**src/rtl/alaw_pkg.sv**
```systemverilog
// Shared A-law constants, receiver FSM states and the G.711 A-law to linear expansion.
// Used by alaw_serial_rx (optional dropped-sample counter: ALAW_RX_OVF_CNT_EN) and encoder bench models.
package alaw_pkg;

    localparam logic [7:0] ALAW_XOR_MASK = 8'h55;
    localparam int         ALAW_LIN_W    = 16;

    typedef enum logic [1:0] {
        ST_IDLE  = 2'd0,
        ST_COUNT = 2'd1,
        ST_SHIFT = 2'd2,
        ST_DONE  = 2'd3
    } rx_state_t;

    // Segment 0 is linear with a half-step offset; higher segments carry the implied leading one.
    function automatic logic [ALAW_LIN_W-1:0] alaw_expand(input logic [7:0] code);
        logic [7:0]            x;
        logic [2:0]            seg;
        logic [3:0]            man;
        logic [ALAW_LIN_W-1:0] mag;
        x   = code ^ ALAW_XOR_MASK;
        seg = x[6:4];
        man = x[3:0];
        if (seg == 3'd0) begin
            mag = {8'd0, man, 4'b1000};
        end else begin
            mag = ({8'd0, man, 4'b0000} + 16'h0108) << (seg - 3'd1);
        end
        return x[7] ? mag : (~mag + 16'd1);
    endfunction

endpackage

```
**src/rtl/alaw_rx_fifo.sv**
```systemverilog
// Synchronous FIFO for decoded samples; a separate occupancy count tells full from empty.
// A push into a full FIFO is accepted only when a pop happens in the same cycle.
module alaw_rx_fifo #(
    parameter int WIDTH = 24,
    parameter int DEPTH = 4
) (
    input  logic                       clk,
    input  logic                       rst,
    input  logic                       push,
    input  logic [WIDTH-1:0]           push_data,
    input  logic                       pop,
    output logic [WIDTH-1:0]           pop_data,
    output logic                       full,
    output logic                       empty,
    output logic [$clog2(DEPTH+1)-1:0] count
);

    localparam int PW = (DEPTH > 1) ? $clog2(DEPTH) : 1;
    localparam int CW = $clog2(DEPTH+1);

    logic [WIDTH-1:0] mem [DEPTH];
    logic [PW-1:0]    wr_ptr;
    logic [PW-1:0]    rd_ptr;
    logic [CW-1:0]    cnt;
    logic             do_push;
    logic             do_pop;

    assign do_pop  = pop && !empty;
    assign do_push = push && (!full || do_pop);

    // Pointers wrap naturally because DEPTH is a power of two.
    always_ff @(posedge clk) begin
        if (rst) begin
            wr_ptr <= '0;
            rd_ptr <= '0;
            cnt    <= '0;
            for (int i = 0; i < DEPTH; i++) begin
                mem[i] <= '0;
            end
        end else begin
            if (do_push) begin
                mem[wr_ptr] <= push_data;
                wr_ptr      <= wr_ptr + PW'(1);
            end
            if (do_pop) begin
                rd_ptr <= rd_ptr + PW'(1);
            end
            if (do_push && !do_pop) begin
                cnt <= cnt + CW'(1);
            end else if (do_pop && !do_push) begin
                cnt <= cnt - CW'(1);
            end
        end
    end

    assign pop_data = mem[rd_ptr];
    assign full     = (cnt == CW'(DEPTH));
    assign empty    = (cnt == '0);
    assign count    = cnt;

endmodule

```
**src/rtl/alaw_serial_rx.sv**
```systemverilog
// Serial A-law timeslot receiver: frame FSM, shift register, decode register and sample FIFO.
// Define ALAW_RX_OVF_CNT_EN to add the saturating ovf_count dropped-sample counter port.
module alaw_serial_rx
    import alaw_pkg::*;
#(
    parameter int SLOT_INDEX = 0,
    parameter int FIFO_DEPTH = 4
) (
    input  logic                  clk,
    input  logic                  rst,
    input  logic                  bit_en,
    input  logic                  fsync,
    input  logic                  sdata,
    output logic                  out_valid,
    input  logic                  out_ready,
    output logic [ALAW_LIN_W-1:0] out_data,
    output logic [7:0]            out_alaw,
    output logic                  out_ovf
`ifdef ALAW_RX_OVF_CNT_EN
    ,
    output logic [15:0]           ovf_count
`endif
);

    localparam logic [7:0] SLOT_FIRST = 8'(8 * SLOT_INDEX);
    localparam int         CW         = $clog2(FIFO_DEPTH + 1);

    rx_state_t             state, state_n;
    logic [7:0]            bitcnt, bitcnt_n;
    logic [7:0]            sreg;
    logic [7:0]            idx;
    logic [7:0]            slot_ofs;
    logic                  advance;
    logic                  shift_en;
    logic                  byte_done;
    logic                  dec_valid;
    logic [ALAW_LIN_W-1:0] dec_data;
    logic [7:0]            dec_alaw;
    logic [7:0]            byte_now;

    logic                  fifo_pop;
    logic                  fifo_full;
    logic                  fifo_empty;
    logic [CW-1:0]         fifo_count;
    logic [23:0]           fifo_rdata;

    // A qualified fsync always restarts the frame as bit 0, whatever state we were in.
    always_comb begin
        state_n   = state;
        bitcnt_n  = bitcnt;
        shift_en  = 1'b0;
        byte_done = 1'b0;
        advance   = 1'b0;
        idx       = fsync ? 8'd0 : bitcnt;
        slot_ofs  = idx - SLOT_FIRST;
        if (bit_en) begin
            case (state)
                ST_IDLE, ST_DONE:  advance = fsync;
                ST_COUNT, ST_SHIFT: advance = 1'b1;
                default:           advance = 1'b0;
            endcase
        end
        if (advance) begin
            bitcnt_n = idx + 8'd1;
            if (slot_ofs < 8'd8) begin
                shift_en = 1'b1;
            end
            if (slot_ofs == 8'd7) begin
                state_n   = ST_DONE;
                byte_done = 1'b1;
            end else if (slot_ofs < 8'd8) begin
                state_n = ST_SHIFT;
            end else begin
                state_n = ST_COUNT;
            end
        end
    end

    assign byte_now = {sreg[6:0], sdata};

    always_ff @(posedge clk) begin
        if (rst) begin
            state     <= ST_IDLE;
            bitcnt    <= '0;
            sreg      <= '0;
            dec_valid <= 1'b0;
            dec_data  <= '0;
            dec_alaw  <= '0;
        end else begin
            state     <= state_n;
            bitcnt    <= bitcnt_n;
            dec_valid <= byte_done;
            if (shift_en) begin
                sreg <= byte_now;
            end
            if (byte_done) begin
                dec_alaw <= byte_now;
                dec_data <= alaw_expand(byte_now);
            end
        end
    end

    assign fifo_pop = out_ready && !fifo_empty;

    alaw_rx_fifo #(
        .WIDTH (24),
        .DEPTH (FIFO_DEPTH)
    ) u_fifo (
        .clk       (clk),
        .rst       (rst),
        .push      (dec_valid),
        .push_data ({dec_alaw, dec_data}),
        .pop       (fifo_pop),
        .pop_data  (fifo_rdata),
        .full      (fifo_full),
        .empty     (fifo_empty),
        .count     (fifo_count)
    );

    // No bypass: a sample only becomes visible once it sits in the FIFO.
    assign out_valid = (fifo_count != '0);
    assign out_alaw  = fifo_rdata[23:16];
    assign out_data  = fifo_rdata[15:0];
    assign out_ovf   = dec_valid && fifo_full && !out_ready;

`ifdef ALAW_RX_OVF_CNT_EN
    always_ff @(posedge clk) begin
        if (rst) begin
            ovf_count <= '0;
        end else if (out_ovf && (ovf_count != 16'hFFFF)) begin
            ovf_count <= ovf_count + 16'd1;
        end
    end
`endif

endmodule
```
**config.mk**
```make
export PLATFORM = sky130hd
export DESIGN_NAME = alaw_serial_rx
export DESIGN_NICKNAME = d
export VERILOG_FILES = /design/src/rtl/alaw_pkg.sv /design/src/rtl/alaw_rx_fifo.sv /design/src/rtl/alaw_serial_rx.sv
export SDC_FILE = /design/constraint.sdc
export NUM_CORES = 1
export LEC_CHECK = 0
export ABC_AREA = 1
export ABC_CLOCK_PERIOD_IN_PS = 2900
export CAP_MARGIN = 30
export CORE_UTILIZATION = 40
export DETAILED_ROUTE_END_ITERATION = 8
export DONT_BUFFER_PORTS = 1
export GPL_TIMING_DRIVEN = 0
export PLACE_DENSITY = 0.59
export SLEW_MARGIN = 20
export SYNTH_ARGS = -nofsm -noshare
export SYNTH_HDL_FRONTEND = slang
export SYNTH_SLANG_ARGS = --single-unit
```
**constraint.sdc**
```tcl
create_clock -name clk -period 2.9 [get_ports clk]
set_input_delay 0.29 -clock clk [delete_from_list [all_inputs] [get_ports clk]]
set_output_delay 0.29 -clock clk [all_outputs]
set_load 0.01 [all_outputs]
```
==> impl_metrics.ini <==
[route]
first_pass_iters = 7
drc = 0
ant_nets = 0
vias_per_cell = 5.05
vias = 4948
drt_iter0_drc = 326
routedWlPerCell_um = 15.4
routed_wirelength_mm = 15.1

[critical_path]
rr_endpoint = dec_data[15]
cp_max_fo = 10
critical_path_class = reg2reg
critical_path.most_common_cell = nand3_1
worstSetupEndpointType = register
crit_required_ps = 3220
crit_path_end = dec_data[15]
reg2reg_depth = 17
cp_cell_sequence = buf_6 > inv_4 > buf_6 > ha_1 > clkbuf_2 > inv_2 > nand2_1 > nor2_1 > a21oi_2 > ha_1 > nand3_1 > nor2_2 > nand3_1 > nand3_1 > nand3_1 > nand2_1 > inv_1
critical_path_arrival_ps = 2940
cp-startpoint = sreg[3]
r2r_slack_ps = 280
slowest_delay_ps = 370
regToRegStartpoint = sreg[3]
cp-start-kind = register
slowest_stage = dfxtp_1

[floorplanning]
die_y_um = 128
die_area_mm2 = 0.0163
rows = 45
die-width_um = 128
core-area_mm2 = 0.0153
start_util = 0.414
ios = 32

[yosys]
synth_largest_area_cell = edfxtp_1
async_flop_share = 0
synth_cell_types = 43
ys_seq_area_frac = 0.550
ys_warn_count = 0
synth_top_area_share = 0.398
synth_area_leaders = edfxtp_1, dfxtp_1, nor2_1
syn_area_mm2 = 0.00634
synth-main-ff-cell = edfxtp_1
avgSynthCellArea_um2 = 8.67
ys_ff_latch = 132
synth_edf_count = 84
synthCells = 731

[clock_network]
clockRootBuffer = clkbuf_16
cts.clk_slew.worst_paths_ps = 60
cts_sinks = 132
numCtsBuffers = 17
clk_latency_ps = 420
cts.htree.levels = 4
cts_tree = done
cts.path.max_buffers = 2
postCtsSetupBuffers = 0

[global_route]
grt_usage = 0.197
grt_first_pass_wirelength_mm = 24.5
grt_max_degree = 22
grt_overflow = 0
antenna_found_initial = 0
grt_pass1_vias = 4832

[layout]
area_delta_synth_final_pct = 14.8
insertedDiodeCount = 0
drive_gt1_frac = 0.124
layout_commonest_cell = nor2_1
nets = 768
final_cell_mix = nor2_1, inv_1, edfxtp_1

[hold_path]
hold_depth = 2
holdCritPathClass = in2reg

[timing]
hold_viol = 0
finalCriticalPeriod_ps = 2620
drv_slew = 0
rsz0062_at_grt = false
fmax_ghz = 0.382
fin_hold_ws_ps = 56.1
worst_pin_slew_ps = 782
setup_viol = 0
max_slew_margin = 0.479
period_share = 0.902
fin_skew_ps = 9.04

[place]
place_congestion = 0.832
io_buffer_count = 0
dp_hpwl_mm = 10.5

[power_and_ir_drop]
pwr_density_cell_mw_per_mm2 = 725
p_leak_nw = 2.67
power_w = 0.00527
peakVddDrop_mv = 0.439

[outcome]
status = finished clean

[job]
cap_viol_max_count = 0
## timing repair
action	in CTS	in global routing
hold buffers	0	0
gates resized for setup	1	2
setup endpoints to repair	21	4
cloned	0	0
## stage by stage
stage	util	TNS, ps	cell area (um2)	setup slack (ps)	instances
4_1_cts	0.475	0	7270	207	979
2_1_floorplan	-	0	6350	38.1	733
6_report	0.475	0	7280	283	979
3_5_place_dp	0.438	-3320	6710	-159	947
5_1_grt	0.475	0	7280	52.9	979
3_3_place_gp	0.432	-56010	6610	-1250	944
## metal layers
metal,part of all wire,wire [um],GRT usage
met4,0.015,222,0.0651
met2,0.50,7590,0.348
met1,0.44,6600,0.238
met5,0,0,0
met3,0.046,696,0.0434
## synthesized netlist by cell type (2+ instances only)
cell,instances
nand2_4,3
nor4_1,2
edfxtp_1,84
nand3_1,39
ha_1,6
o21ai_0,77
o31ai_1,2
buf_1,2
nor3_1,3
inv_1,86
inv_4,2
o21ai_1,12
nand2_2,7
buf_6,5
buf_2,5
nor2_1,147
o22ai_1,21
nor2_2,16
nand4_1,3
o21ai_2,2
dfxtp_1,48
buf_4,5
clkbuf_1,20
xor2_1,2
inv_2,4
a21oi_1,33
nand2_1,79
## report_power, final
part	switching, W	internal [W]	total [W]
logic	0.000803	0.000321	0.00112
registers	0.0000501	0.00208	0.00213
clock network	0.000836	0.00118	0.00202
## worst max-delay path, delay by kind of cell (launching register included)
kind	cells	cell delay, ps
fa+ha+maj	2	450
flops	1	370
simple gates	8	900
compound gates	1	140
buf+inv	6	640
## flip-flops by register name, indices dropped and copies added (netlist names), named ones only
register	count
bitcnt	8
dec_alaw	8
dec_data	13
dec_valid	1
sreg	7
state	2
u_fifo.count	3
u_fifo.mem	84
u_fifo.rd_ptr	2
u_fifo.wr_ptr	2
## worst min path at each step
stage / startpoint / endpoint / slack, ps
4_1_cts: fsync / bitcnt[6] / 50
2_1_floorplan: u_fifo.rd_ptr[1] / register / 440
3_3_place_gp: u_fifo.rd_ptr[0] / u_fifo.rd_ptr[0] / 460
6_report: fsync / bitcnt[6] / 60
5_1_grt: fsync / bitcnt[6] / 70
3_5_place_dp: dec_alaw[5] / dec_alaw[5] / 470
## kinds of logic (layout without fill, tap and decap cells)
logic type      count (synthesis)  after routing  share of synthesized area
fa+ha+maj                       7              7                     0.0150
xor+xnor                        3              3                    0.00415
compound gates                153            153                      0.132
buf+inv                       132            167                     0.0893
other cells                     1              3                   0.000592
simple gates                  303            303                      0.209
flops                         132            132                      0.550
## area by class of cell
cell class	instances	area [um2]
inverter	94	359
sequential	132	3480
timing repair buffer	3	70.1
tap	211	264
clock inverter	15	131
clock buffer	17	425
fill	1493	8040
buffer	38	206
multi-input combinational	469	2340
Power figures use the tool's default switching activity.
